===== config.mk =====
export PLATFORM = sky130hd
export DESIGN_NAME = execute_multicycle_ctrl_flat
export DESIGN_NICKNAME = d
export VERILOG_FILES = /design/src/rtl/execute_multicycle_ctrl_pkg.sv /design/src/rtl/execute_multicycle_ctrl_if.sv /design/src/rtl/execute_multicycle_ctrl_timeout_counter.sv /design/src/rtl/execute_multicycle_ctrl.sv /design/src/flat_wrapper.sv
export SDC_FILE = /design/constraint.sdc
export NUM_CORES = 1
export LEC_CHECK = 0
export CAP_MARGIN = 20
export CORE_UTILIZATION = 31
export DETAILED_ROUTE_END_ITERATION = 10
export PLACE_DENSITY = 0.69
export SLEW_MARGIN = 20
export SYNTH_ARGS = -nofsm -noshare
export SYNTH_HDL_FRONTEND = slang
export SYNTH_SLANG_ARGS = --single-unit

===== constraint.sdc =====
create_clock -name clk -period 4.7 [get_ports clk]
set_clock_uncertainty 0.05 [all_clocks]
set_input_delay 0.705 -clock clk [delete_from_list [all_inputs] [get_ports clk]]
set_output_delay 0.705 -clock clk [all_outputs]
set_load 0.1 [all_outputs]

===== src/rtl/execute_multicycle_ctrl_pkg.sv =====
// rtl/execute_multicycle_ctrl_pkg.sv - shared constants, state enum and control register for the multicycle sequencer
package execute_multicycle_ctrl_pkg;

  localparam int MCU_NUM_UNITS = 4;
  localparam int MCU_XLEN      = 32;
  localparam int MCU_FLAG_W    = 5;
  localparam int MCU_UNIT_W    = $clog2(MCU_NUM_UNITS);
  // One extra code point so an out-of-range unit index can be presented and rejected
  localparam int MCU_ISSUE_W   = $clog2(MCU_NUM_UNITS + 1);

  typedef enum logic [1:0] {
    MCU_IDLE,
    MCU_RUN,
    MCU_DONE,
    MCU_FLUSH
  } mcu_state_type;

  typedef struct packed {
    mcu_state_type         state;
    logic [MCU_UNIT_W-1:0] unit;
    logic [4:0]            waddr;
    logic [MCU_XLEN-1:0]   result;
    logic [MCU_FLAG_W-1:0] flags;
    logic                  err;
  } mcu_ctrl_reg_type;

  localparam mcu_ctrl_reg_type init_mcu_ctrl_reg = '{
    state:  MCU_IDLE,
    unit:   '0,
    waddr:  '0,
    result: '0,
    flags:  '0,
    err:    1'b0
  };

endpackage


===== src/rtl/execute_multicycle_ctrl_if.sv =====
// rtl/execute_multicycle_ctrl_if.sv - issue, unit-array and writeback signals of the multicycle sequencer
interface execute_multicycle_ctrl_if;
  import execute_multicycle_ctrl_pkg::*;

  logic                                issue_valid;
  logic [MCU_ISSUE_W-1:0]              issue_unit;
  logic [4:0]                          issue_waddr;
  logic                                clear;
  logic [MCU_NUM_UNITS-1:0]            unit_enable;
  logic [MCU_NUM_UNITS-1:0]            unit_ready;
  logic [MCU_NUM_UNITS*MCU_XLEN-1:0]   unit_result;
  logic [MCU_NUM_UNITS*MCU_FLAG_W-1:0] unit_flags;
  logic                                stall;
  logic                                wb_valid;
  logic [4:0]                          wb_waddr;
  logic [MCU_XLEN-1:0]                 wb_data;
  logic [MCU_FLAG_W-1:0]               wb_flags;
  logic                                timeout_err;
  logic                                busy;

  modport master (
    output issue_valid, issue_unit, issue_waddr, clear,
    output unit_ready, unit_result, unit_flags,
    input  unit_enable, stall, wb_valid, wb_waddr, wb_data, wb_flags, timeout_err, busy
  );

  modport slave (
    input  issue_valid, issue_unit, issue_waddr, clear,
    input  unit_ready, unit_result, unit_flags,
    output unit_enable, stall, wb_valid, wb_waddr, wb_data, wb_flags, timeout_err, busy
  );

endinterface


===== src/rtl/execute_multicycle_ctrl_timeout_counter.sv =====
// rtl/execute_multicycle_ctrl_timeout_counter.sv - saturating wait counter flagging an expired unit
module mcu_timeout_counter #(
  parameter int TIMEOUT = 64
) (
  input  logic clk,
  input  logic rst,
  input  logic enable_i,
  input  logic clear_i,
  output logic expired_o
);

  localparam int              CNT_W = $clog2(TIMEOUT);
  localparam logic [CNT_W-1:0] LAST = CNT_W'(TIMEOUT - 1);

  logic [CNT_W-1:0] count_q, count_d;

  always_comb begin
    count_d = count_q;
    if (clear_i) begin
      count_d = '0;
    end else if (enable_i && (count_q != LAST)) begin
      count_d = count_q + CNT_W'(1);
    end
  end

  always_ff @(posedge clk or posedge rst) begin
    if (rst) begin
      count_q <= '0;
    end else begin
      count_q <= count_d;
    end
  end

  assign expired_o = (count_q == LAST);

endmodule


===== src/rtl/execute_multicycle_ctrl.sv =====
// rtl/execute_multicycle_ctrl.sv - single-outstanding-op sequencer for the execute stage's long-latency units
module execute_multicycle_ctrl
  import execute_multicycle_ctrl_pkg::*;
#(
  parameter int TIMEOUT = 64
) (
  input logic                      clk,
  input logic                      rst,
  execute_multicycle_ctrl_if.slave bus
);

  mcu_ctrl_reg_type      r_q, r_d;
  logic                  cnt_clr, cnt_en, expired;
  logic                  issue_ok, issue_legal;
  logic                  sel_ready;
  logic [MCU_XLEN-1:0]   sel_result;
  logic [MCU_FLAG_W-1:0] sel_flags;

  mcu_timeout_counter #(.TIMEOUT(TIMEOUT)) u_timeout (
    .clk       (clk),
    .rst       (rst),
    .enable_i  (cnt_en),
    .clear_i   (cnt_clr),
    .expired_o (expired)
  );

  // Only the unit latched at issue may complete the op; other ready bits are ignored
  always_comb begin
    sel_ready  = 1'b0;
    sel_result = '0;
    sel_flags  = '0;
    for (int i = 0; i < MCU_NUM_UNITS; i++) begin
      if (r_q.unit == MCU_UNIT_W'(i)) begin
        sel_ready  = bus.unit_ready[i];
        sel_result = bus.unit_result[i*MCU_XLEN +: MCU_XLEN];
        sel_flags  = bus.unit_flags[i*MCU_FLAG_W +: MCU_FLAG_W];
      end
    end
  end

  always_comb begin
    r_d             = r_q;
    bus.unit_enable = '0;
    bus.stall       = 1'b0;
    cnt_clr         = 1'b0;
    cnt_en          = 1'b0;
    issue_ok        = bus.issue_valid & ~bus.clear;
    issue_legal     = bus.issue_unit < MCU_ISSUE_W'(MCU_NUM_UNITS);

    case (r_q.state)
      MCU_IDLE, MCU_DONE: begin
        r_d.state = MCU_IDLE;
        r_d.err   = 1'b0;
        if (issue_ok) begin
          bus.stall = 1'b1;
          cnt_clr   = 1'b1;
          r_d.unit  = bus.issue_unit[MCU_UNIT_W-1:0];
          r_d.waddr = bus.issue_waddr;
          if (issue_legal) begin
            bus.unit_enable[bus.issue_unit[MCU_UNIT_W-1:0]] = 1'b1;
            r_d.state = MCU_RUN;
          end else begin
            r_d.state  = MCU_DONE;
            r_d.result = '0;
            r_d.flags  = '0;
            r_d.err    = 1'b1;
          end
        end
      end
      MCU_RUN: begin
        bus.stall = 1'b1;
        cnt_en    = 1'b1;
        if (bus.clear) begin
          r_d.state = sel_ready ? MCU_IDLE : MCU_FLUSH;
        end else if (sel_ready) begin
          r_d.state  = MCU_DONE;
          r_d.result = sel_result;
          r_d.flags  = sel_flags;
          r_d.err    = 1'b0;
        end else if (expired) begin
          r_d.state  = MCU_DONE;
          r_d.result = '0;
          r_d.flags  = '0;
          r_d.err    = 1'b1;
        end
      end
      MCU_FLUSH: begin
        // Killed op still occupies its unit; hold the stage until it drains or times out
        bus.stall = 1'b1;
        cnt_en    = 1'b1;
        if (sel_ready || expired) begin
          r_d.state = MCU_IDLE;
        end
      end
      default: r_d = init_mcu_ctrl_reg;
    endcase
  end

  always_ff @(posedge clk or posedge rst) begin
    if (rst) begin
      r_q <= init_mcu_ctrl_reg;
    end else begin
      r_q <= r_d;
    end
  end

  assign bus.wb_valid    = (r_q.state == MCU_DONE) & ~bus.clear;
  assign bus.timeout_err = (r_q.state == MCU_DONE) & r_q.err & ~bus.clear;
  assign bus.wb_waddr    = r_q.waddr;
  assign bus.wb_data     = r_q.result;
  assign bus.wb_flags    = r_q.flags;
  assign bus.busy        = (r_q.state != MCU_IDLE);

endmodule


===== src/flat_wrapper.sv =====
// flat-port wrapper written by rule: the top's interface ports become plain ports
module execute_multicycle_ctrl_flat import execute_multicycle_ctrl_pkg::*;
#(
  parameter int TIMEOUT = 64
)
  (clk, rst, bus_issue_valid, bus_issue_unit, bus_issue_waddr, bus_clear, bus_unit_ready, bus_unit_result, bus_unit_flags, bus_unit_enable, bus_stall, bus_wb_valid, bus_wb_waddr, bus_wb_data, bus_wb_flags, bus_timeout_err, bus_busy);
  execute_multicycle_ctrl_if bus_i ();
  input logic clk;
  input logic rst;
  input wire logic [$bits(bus_i.issue_valid)-1:0] bus_issue_valid;
  input wire logic [$bits(bus_i.issue_unit)-1:0] bus_issue_unit;
  input wire logic [$bits(bus_i.issue_waddr)-1:0] bus_issue_waddr;
  input wire logic [$bits(bus_i.clear)-1:0] bus_clear;
  input wire logic [$bits(bus_i.unit_ready)-1:0] bus_unit_ready;
  input wire logic [$bits(bus_i.unit_result)-1:0] bus_unit_result;
  input wire logic [$bits(bus_i.unit_flags)-1:0] bus_unit_flags;
  output wire logic [$bits(bus_i.unit_enable)-1:0] bus_unit_enable;
  output wire logic [$bits(bus_i.stall)-1:0] bus_stall;
  output wire logic [$bits(bus_i.wb_valid)-1:0] bus_wb_valid;
  output wire logic [$bits(bus_i.wb_waddr)-1:0] bus_wb_waddr;
  output wire logic [$bits(bus_i.wb_data)-1:0] bus_wb_data;
  output wire logic [$bits(bus_i.wb_flags)-1:0] bus_wb_flags;
  output wire logic [$bits(bus_i.timeout_err)-1:0] bus_timeout_err;
  output wire logic [$bits(bus_i.busy)-1:0] bus_busy;
  assign bus_i.issue_valid = bus_issue_valid;
  assign bus_i.issue_unit = bus_issue_unit;
  assign bus_i.issue_waddr = bus_issue_waddr;
  assign bus_i.clear = bus_clear;
  assign bus_i.unit_ready = bus_unit_ready;
  assign bus_i.unit_result = bus_unit_result;
  assign bus_i.unit_flags = bus_unit_flags;
  assign bus_unit_enable = bus_i.unit_enable;
  assign bus_stall = bus_i.stall;
  assign bus_wb_valid = bus_i.wb_valid;
  assign bus_wb_waddr = bus_i.wb_waddr;
  assign bus_wb_data = bus_i.wb_data;
  assign bus_wb_flags = bus_i.wb_flags;
  assign bus_timeout_err = bus_i.timeout_err;
  assign bus_busy = bus_i.busy;
  execute_multicycle_ctrl #(.TIMEOUT(TIMEOUT)) u_core (.clk(clk), .rst(rst), .bus(bus_i));
endmodule

# [Word level (Yosys, flattened, before mapping)]
# Cells that the tools add are included.
# Widths: inputs -> output; s select.
[word_totals] ff_bits=53 input_bits=164 output_inout_bits=50 elab_cells=80
[op_classes] n_addsub=1 order_cmp=3 eq_ne=14 n_mux=36 n_bitwise=5 n_reduce_logical=14
[op_table] operator="$mux 38" count=4
[op_table] operator="$mux 32" count=4
[op_table] operator="$pmux 38 s2" count=1
[op_table] operator="$mux 47" count=1
[op_table] operator="$mux 5" count=4
[op_table] operator="$mux 2" count=6
[op_table] operator="$mux 4" count=3
[op_table] operator="$mux 6" count=2
[op_table] operator="$eq 2x2->1 const B" count=4
[op_table] operator="$mux 1" count=8
[op_table] operator="$add 6x1->6 const B" count=1
[op_table] operator="$eq 6x6->1 const B" count=1
[op_table] operator="$ne 6x6->1 const B" count=1
[op_table] operator="$pmux 2 s3" count=1
[op_table] operator="$reduce_bool 2->1" count=3
[op_table] operator="$reduce_and 5->1" count=1
[op_table] operator="$and 1x1->1" count=4
[op_table] operator="$eq 2x1->1 const B" count=2
[op_table] operator="$logic_not 2->1" count=2
[op_table] operator="$ne 2x1->1 const B" count=2
[op_table] operator="$ne 2x2->1 const B" count=2
[op_table] operator="$ne 4x2->1 const B" count=1
[op_table] operator="$reduce_and 2->1" count=2
[op_table] operator="$reduce_or 2->1" count=2
[op_table] operator="10 further kinds" count=11

# [Depth between registers and ports, before layout]
# Gate-level depths: netlist (run 1).
[depth] depth_word=8 ltp_mapped=6 mapped_depth_nobuf=5

# [Cells and area by module]
# Synthesis (run 1) repeated with hierarchy kept, for this count alone.
[unflattened] hier_cells=259 hier_area_um2=3440.8
[by_module_without_submodules] mod="execute_multicycle_ctrl" instances=1 cells_each=222 area_per_inst_um2=3085.5 seq_area_each_um2=1176.1
[by_module_without_submodules] mod="mcu_timeout_counter" instances=1 cells_each=37 area_per_inst_um2=355.3 seq_area_each_um2=150.1

# [Worst setup path after synthesis (run 1)]
# No wires, ideal clock.
[synth_timing] path_kind="input port to output port" start="input bus_clear" end="output bus_unit_enable[0]" arrival_time_ns=4.119 t_required_ns=3.945 slack_ns=-0.174 path_stages=3 path_buffers=1 cell_sequence="or3b_1 > clkbuf_1 > nor4_1"
[synth_between] elab_chain_len=4
[synth_rtl] element="start: declaration" line_no="flat_wrapper.sv:13" source="input wire logic [$bits(bus_i.clear)-1:0] bus_clear;"
[synth_rtl] element="$not 1->1" line_no="execute_multicycle_ctrl.sv:47" source="issue_ok = bus.issue_valid & ~bus.clear;"
[synth_rtl] element="$and 1x1->1" line_no="execute_multicycle_ctrl.sv:47"
[synth_rtl] element="$mux 4" line_no="execute_multicycle_ctrl.sv:54" source="if (issue_ok) begin"
[synth_rtl] element="$mux 4" line_no="execute_multicycle_ctrl.sv:50" source="case (r_q.state)"
[synth_rtl] element="end: declaration" line_no="flat_wrapper.sv:17" source="output wire logic [$bits(bus_i.unit_enable)-1:0] bus_unit_enable;"
# Every way passes these cells.

# [Worst setup path after layout (run 1)]
[layout_timing] start="input bus_clear" end="output bus_stall"
[layout_between] elab_chain_len=4
[layout_rtl] element="$not 1->1" line_no="execute_multicycle_ctrl.sv:47"
[layout_rtl] element="$and 1x1->1" line_no="execute_multicycle_ctrl.sv:47"
[layout_rtl] element="$mux 1" line_no="execute_multicycle_ctrl.sv:54"
[layout_rtl] element="$pmux 1 s2" line_no="execute_multicycle_ctrl.sv:50"
[layout_rtl] element="end: declaration" line_no="flat_wrapper.sv:18" source="output wire logic [$bits(bus_i.stall)-1:0] bus_stall;"
# Every way passes these cells.

==> flow_summary.ini, run 1 <==
[cells_and_area]
fin_nets = 594
layout_commonest_cell = clkdlybuf4s50_1
syn_to_final_growth_pct = 60.0
diodes = 0
layout_common_cells = 208 x clkdlybuf4s50_1, 51 x dfrtp_1, 38 x mux4_2
layout-drive-gt1-share_pct = 13.8

[sta]
holdWs_ps = 433
max_freq_mhz = 295
relSlewSlack_pct = 29.5
finalCriticalPeriod_ps = 3390
fin_setup_tns_ps = 0
slew_violations = 0
min_period_over_period_pct = 72.1
setup_violations = 0
hold_violations = 0
worst_pin_slew_ps = 1060
rsz0062_at_grt = false

[routing]
wl_per_cell_um = 17.0
drtAntennaViolNets = 0
num_vias = 2829
routed_wirelength_um = 9610
drt_iter0_markers = 60
remaining_drc_errors = 0
first_pass_iters = 4
avgViaCountPerCell = 5.01

[die]
coreArea_um2 = 10400
dieArea_um2 = 11200
io_pins = 214
die_x_um = 106
rows = 37
initial_core_util_pct = 32.2
fp.dieH_um = 106

[synth]
ys.flop_type = dfrtp_1
synthesis.nets = 430
syn_inst = 265
synthDistinctLibCells = 33
netlist_area_um2 = 3340
ys_warn_count = 0
ys_seq_elements = 53
synth_seq_area_share_pct = 39.7
synth.avg_cell_area_um2 = 12.6
synth-edff-count = 0
synthArstFlopShare_pct = 100

[critical_path]
r2r_end = u_core.bus.wb_data[24]$_DFFE_PP0P_
critPathSlowestCell = clkdlybuf4s50_1
path_max_fanout = 7
crit_type = primary input to output port
cp.arrival_ps = 2630
cp_common_cell = clkdlybuf4s50_1
reg2reg_depth = 4
end_kind = output port
path_cells = clkdlybuf4s50_1 -> inv_1 -> a21o_1 -> clkdlybuf4s50_1
critPathLaunchType = primary input
regToRegStartpoint = u_core.r_q[44]$_DFFE_PP0P_
worstPathRequired_ps = 3940
slowest_delay_ps = 1130
reg2reg_setup_slack_ps = 1740

[clocking]
cts-resized-gates = 0
ctsHoldBuffers = 0
cts_tree = built
cts_buffers = 5
worstSkewPairLatency_ps = 300
path_clk_slew_ps = 90
htree_num_levels = 2
clock_sinks = 53
cts_root_buffer = clkbuf_8
post_cts_buffers = 0
cts_max_path_buffers = 2

[power_and_ir_drop]
vdd_drop_max_mv = 0.267
p_per_area_nw_per_um2 = 479
p_leak_nw = 2.16

[global_routing]
grt_pass1_wl_um = 15200
met2_usage_pct = 31.8
grt_pass1_vias = 3014
grt_max_degree = 40
grtUsageTotal_pct = 17.4
use_met1_pct = 20.2
met3_usage_pct = 4.70
antenna_found_initial = 0
overflow = 0
grt.busiest_layer = met2

[hold_path]
min_from = u_core.bus.wb_waddr[3]$_DFFE_PP0P_
hold_depth = 2
hold_class = flip-flop to flip-flop
min_to = u_core.bus.wb_waddr[3]$_DFFE_PP0P_

[placement]
portBuffers = 213
dp_hpwl_um = 7290
globalplace.congestion = 0.734

[job]
max_cap_viol_count = 0

[status]
status = complete, no violations
==> how the worst max path moves through the flow <==
stage                    from              end  cells after the start
finish              bus_clear        bus_stall                      4
detailed placement  bus_clear     bus_wb_valid                      3
CTS                 bus_clear     bus_wb_valid                      3
floorplan           bus_clear  bus_timeout_err                      2
global route        bus_clear     bus_wb_valid                      3
global placement    bus_clear     bus_wb_valid                      3
==> stage by stage <==
step	setup slack (ps)	total power, W	instances	utilization, %	instance area [µm²]
2_1_floorplan	215	0.00203	265	-	3350
3_3_place_gp	1340	0.00231	558	50.7	5260
3_5_place_dp	1340	0.00232	558	50.7	5260
4_1_cts	1330	0.00259	565	51.6	5350
5_1_grt	1160	0.00267	565	51.6	5350
6_report	1310	0.00256	565	51.6	5350
==> layer usage <==
layer / routed length (µm) / vias to the layer above / part of all wire, %
met5: 0 / - / 0
met1: 3770 / 1394 / 39
met4: 63 / 0 / 0.66
met3: 880 / 7 / 9.2
li1: - / 1294 / -
met2: 4890 / 134 / 51
==> logic make-up (layout without fill, tap and decap cells) <==
family,Yosys count,after routing,synth area share (%)
AOI/OAI and AO/OA,50,50,12.8
xor gates and xnor gates,2,2,0.524
adders and majority gates,1,1,0.374
buffers and inverters,64,228,12.7
DFF,53,53,39.7
muxes,41,41,26.5
and+or+nand+nor,54,54,7.37
==> power breakdown <==
part | internal (W) | switching, W
clock network | 0.000117 | 0.000142
logic | 0.000541 | 0.00107
registers | 0.000579 | 0.000106
==> final cells by class <==
class / instances / area, µm²
fill: 932 / 5020
timing repair buffer: 217 / 2150
inverter: 4 / 15.0
tap: 136 / 170
sequential: 53 / 1330
multi-input combinational: 148 / 1600
clock buffer: 7 / 86.3
==> synth_stat cells, types with 2 or more instances <==
master | number | area [µm²]
nor2_1 | 8 | 30.0
a21oi_1 | 3 | 15.0
nand4_1 | 2 | 12.5
inv_1 | 4 | 15.0
buf_6 | 3 | 33.8
a21o_1 | 2 | 15.0
buf_2 | 4 | 20.0
nand2_1 | 30 | 113
mux4_2 | 38 | 856
and2_1 | 2 | 12.5
nor3_1 | 2 | 10.0
buf_4 | 42 | 315
clkbuf_1 | 11 | 41.3
mux2i_1 | 3 | 30.0
a31o_1 | 2 | 17.5
and3_1 | 3 | 18.8
o31ai_1 | 2 | 15.0
dfrtp_1 | 53 | 1330
a22o_1 | 37 | 324
==> worst max-delay path: cells and delay by family <==
| family | cells | cell delay [ps] |
|---|---|---|
| buffers and inverters | 3 | 1800 |
| AO/OA/AOI/OAI | 1 | 120 |
==> state kept, by name (all words and copies together), names as in the netlist <==
| register | cells |
|---|---|
| u_core.bus.wb_flags | 5 |
| u_core.u_timeout.count_q | 6 |
| u_core.r_q | 5 |
| u_core.bus.wb_data | 32 |
| u_core.bus.wb_waddr | 5 |
(Power assumes the default switching activity.)
==> run 2, diff against run 1 <==
--- a/config.mk
+++ b/config.mk
@@ -8,7 +8,7 @@
 export CAP_MARGIN = 20
 export CORE_UTILIZATION = 31
 export DETAILED_ROUTE_END_ITERATION = 10
-export PLACE_DENSITY = 0.69
+export PLACE_DENSITY = 0.72
 export SLEW_MARGIN = 20
 export SYNTH_ARGS = -nofsm -noshare
 export SYNTH_HDL_FRONTEND = slang
==> constraint.sdc (replaced) <==
create_clock -name clk -period 2.76 [get_ports clk]
set_clock_uncertainty 0.05 [all_clocks]
set_input_delay 0.414 -clock clk [delete_from_list [all_inputs] [get_ports clk]]
set_output_delay 0.414 -clock clk [all_outputs]
set_load 0.1 [all_outputs]
==> flow_summary.ini, run 2 (synthesis results as in run 1) <==
[clocking]
cts_buffers = 5
post_cts_buffers = 0
htree_num_levels = 2
clock_sinks = 53
cts-resized-gates = 0
cts_tree = built
cts_max_path_buffers = 2
cts_root_buffer = clkbuf_8
path_clk_slew_ps = 100
worstSkewPairLatency_ps = 300
ctsHoldBuffers = 0

[sta]
hold_violations = 0
holdWs_ps = 401
max_freq_mhz = 416
rsz0062_at_grt = false
slew_violations = 0
min_period_over_period_pct = 87.0
fin_setup_tns_ps = 0
finalCriticalPeriod_ps = 2400
setup_violations = 0
worst_pin_slew_ps = 733
relSlewSlack_pct = 51.1

[global_routing]
grt_pass1_vias = 3032
grtUsageTotal_pct = 17.4
antenna_found_initial = 0
grt_pass1_wl_um = 15300
grt_max_degree = 39
overflow = 0

[critical_path]
slowest_delay_ps = 480
cp.arrival_ps = 1940
cp.buffers_inverters = 2
crit_type = primary input to output port
path_max_fanout = 3
end_kind = output port
critPathSlowestCell = clkdlybuf4s50_1
cp.depth = 6
worstPathRequired_ps = 2300
critPathLaunchType = primary input
critical-path-top-delay-family = simple AND/OR/NAND/NOR gates
path_cells = clkdlybuf4s50_1 -> or3b_1 -> nor2_1 -> nand2_1 -> nor2_2 -> buf_12
reg2reg_depth = 3

[die]
coreArea_um2 = 10400
die_x_um = 106
rows = 37
initial_core_util_pct = 32.2
io_pins = 214
fp.dieH_um = 106
dieArea_um2 = 11200

[cells_and_area]
fin_nets = 600
layout_commonest_cell = clkdlybuf4s50_1
layout_common_cells = 163 x clkdlybuf4s50_1, 51 x buf_4, 51 x dfrtp_1
diodes = 0
syn_to_final_growth_pct = 63.5
layout-drive-gt1-share_pct = 26.6
largest_reg_flops = 32

[routing]
routed_wirelength_um = 9440
drt_iter0_markers = 89
wl_per_cell_um = 16.5
remaining_drc_errors = 0
avgViaCountPerCell = 5.03
num_vias = 2875
first_pass_iters = 4
drtAntennaViolNets = 0

[placement]
dp_hpwl_um = 7390
globalplace.congestion = 0.703
portBuffers = 213

[power_and_ir_drop]
p_per_area_nw_per_um2 = 823
power.total_w = 0.00450
p_leak_nw = 2.32
vdd_drop_max_mv = 0.443

[hold_path]
hold_class = primary input to asynchronous set/reset pin

[job]
max_cap_viol_count = 0

[status]
status = complete, no violations
run 2: cell count changes in the layout (fill, tap and decap cells not counted), sizes merged:
| cell | before | now |
|---|---|---|
| clkbuf | 7 | 5 |
| bufinv | 0 | 2 |
| clkinv | 0 | 1 |
| clkdlybuf4s50 | 208 | 163 |
| buf | 9 | 60 |
run 2: worst paths after layout:
kind,start,endpoint,slack (ps)
max in group asynchronous,rst,u_core.r_q[44]$_DFFE_PP0P_,1710
min in group clk,u_core.bus.wb_waddr[2]$_DFFE_PP0P_,u_core.bus.wb_waddr[2]$_DFFE_PP0P_,440
hold / removal,rst,u_core.bus.wb_flags[4]$_DFFE_PP0P_,400
setup reg to reg,u_core.r_q[43]$_DFFE_PP0P_,u_core.bus.wb_data[9]$_DFFE_PP0P_,780
setup / recovery,bus_issue_valid,bus_unit_enable[2],360
hold reg to reg,u_core.bus.wb_waddr[2]$_DFFE_PP0P_,u_core.bus.wb_waddr[2]$_DFFE_PP0P_,440
run 2: worst reg2reg max path: stages, from the launching register on:
cell	delay, ps
dfrtp_2	380
buf_4	560
mux4_2	650
a22o_1	230
run 2: routing by layer:
metal	share of wire, %	track usage, %	up-vias	wire, µm
li1	-	-	1308	-
met1	39	21.1	1420	3720
met2	51	31.3	137	4860
met3	8.4	4.27	10	796
met4	0.74	3.37	0	70
met5	0	0	-	0
run 2: through the flow:
step                setup WS, ps  util [%]  std cells  instance area, µm²
floorplan                    186         -        265                3380
global placement             380      51.4        564                5330
detailed placement           346      51.4        564                5330
CTS                          349      52.7        572                5470
global route                 258      52.7        572                5470
finish                       359      52.7        572                5470
run 2: final cells by class:
type | instances | area, µm²
clock buffer | 5 | 68.8
multi-input combinational | 148 | 1620
clock inverter | 3 | 65.1
timing repair buffer | 223 | 2190
fill | 916 | 4900
sequential | 53 | 1330
inverter | 4 | 15.0
tap | 136 | 170
run 2: power breakdown:
group          total [W]  switching, W  internal, W
clock           0.000615      0.000255     0.000360
combinational    0.00276       0.00188     0.000882
sequential       0.00112      0.000134     0.000988
total            0.00450       0.00227      0.00223
==> run 3, diff against run 2 <==
--- a/config.mk
+++ b/config.mk
@@ -6,9 +6,9 @@
 export NUM_CORES = 1
 export LEC_CHECK = 0
 export CAP_MARGIN = 20
-export CORE_UTILIZATION = 31
+export CORE_UTILIZATION = 33
 export DETAILED_ROUTE_END_ITERATION = 10
-export PLACE_DENSITY = 0.72
+export PLACE_DENSITY = 0.76
 export SLEW_MARGIN = 20
 export SYNTH_ARGS = -nofsm -noshare
 export SYNTH_HDL_FRONTEND = slang
==> flow_summary.ini, run 3 (synthesis results as in run 1) <==
[cells_and_area]
layout-drive-gt1-share_pct = 26.5
fin_nets = 601
final_cells = 570
diodes = 0
largest_reg_flops = 32
syn_to_final_growth_pct = 62.7
layout_commonest_cell = clkdlybuf4s50_1
layout_common_cells = 163 x clkdlybuf4s50_1, 53 x buf_4, 51 x dfrtp_1

[sta]
worst_pin_slew_ps = 716
slew_violations = 0
max_freq_mhz = 406
rsz0062_at_grt = false
finalCriticalPeriod_ps = 2470
min_period_over_period_pct = 89.3
hold_violations = 0
fin_setup_tns_ps = 0
setup_violations = 0
relSlewSlack_pct = 52.2
holdWs_ps = 416

[critical_path]
path_max_fanout = 3
crit_type = primary input to output port
cp.arrival_ps = 2000
r2r_end = u_core.bus.wb_data[28]$_DFFE_PP0P_
critPathLaunchType = primary input
reg2reg_depth = 3
worstPathRequired_ps = 2300
reg2reg_setup_slack_ps = 810
end_kind = output port
regToRegStartpoint = u_core.r_q[43]$_DFFE_PP0P_

[clocking]
cts_root_buffer = clkbuf_8
htree_num_levels = 2
path_clk_slew_ps = 90
ctsHoldBuffers = 0
worstSkewPairLatency_ps = 290
cts_buffers = 5
cts_tree = built
clock_sinks = 53
cts-resized-gates = 0
cts_max_path_buffers = 2
post_cts_buffers = 0

[die]
io_pins = 214
coreArea_um2 = 9770
die_x_um = 103
dieArea_um2 = 10500
rows = 36
fp.dieH_um = 103
initial_core_util_pct = 34.2

[power_and_ir_drop]
p_per_area_nw_per_um2 = 815
vdd_drop_max_mv = 0.324
power.total_w = 0.00444
p_leak_nw = 2.31

[routing]
first_pass_iters = 4
avgViaCountPerCell = 4.98
drt_iter0_markers = 62
routed_wirelength_um = 9730
remaining_drc_errors = 0
num_vias = 2837
drtAntennaViolNets = 0
wl_per_cell_um = 17.1

[global_routing]
overflow = 0
grtUsageTotal_pct = 17.5
antenna_found_initial = 0
grt_max_degree = 54
grt_pass1_wl_um = 14300
grt_pass1_vias = 2937

[status]
status = complete, no violations

[placement]
dp_hpwl_um = 7730
portBuffers = 213
placed_cells = 562
globalplace.congestion = 0.756

[hold_path]
hold_class = primary input to asynchronous set/reset pin

[job]
max_cap_viol_count = 0
==> run 3: cell type report <==
type                            instances  area, µm²
Fill cell                             851       4330
Timing Repair Buffer                  224       2190
Multi-Input combinational cell        148       1620
Sequential cell                        53       1330
Tap cell                              133        166
Clock buffer                            7       86.3
Clock inverter                          1       30.0
Inverter                                4       15.0
==> run 3: worst max-delay path, stage by stage <==
cell             delay (ps)
clkdlybuf4s50_1         500
or3b_1                  430
nor2_1                  220
nand2_1                 110
nor2_2                  140
buf_12                  190
==> run 3: worst max path at each step <==
stage,from,slack (ps),endpoint
after global routing,bus_issue_valid,240,bus_unit_enable[1]
after global placement,bus_issue_valid,380,bus_unit_enable[2]
final,bus_issue_valid,290,bus_unit_enable[1]
after floorplan,u_core.r_q[45]$_DFFE_PP0P_,190,bus_timeout_err
after detailed placement,bus_issue_valid,290,bus_unit_enable[1]
after CTS,bus_issue_valid,290,bus_unit_enable[1]
==> run 3: metal layers <==
layer	wire, µm	GRT usage, %
met1	3700	20.0
met2	5110	33.3
met3	891	4.00
met4	23	3.30
met5	0	0
==> run 3: power by group <==
part / leakage [nW] / internal (W) / total [W] / switching [W]
Clock: 0.0585 / 0.000296 / 0.000540 / 0.000244
Combinational: 1.55 / 0.000881 / 0.00277 / 0.00189
Sequential: 0.704 / 0.000988 / 0.00112 / 0.000133
==> run 3: per-stage QoR <==
stage / util [%] / worst slack, ps / area, µm²
global route: 55.7 / 243 / 5440
floorplan: - / 186 / 3380
CTS: 55.7 / 290 / 5440
finish: 55.7 / 295 / 5440
detailed placement: 54.5 / 294 / 5320
global placement: 54.5 / 383 / 5320
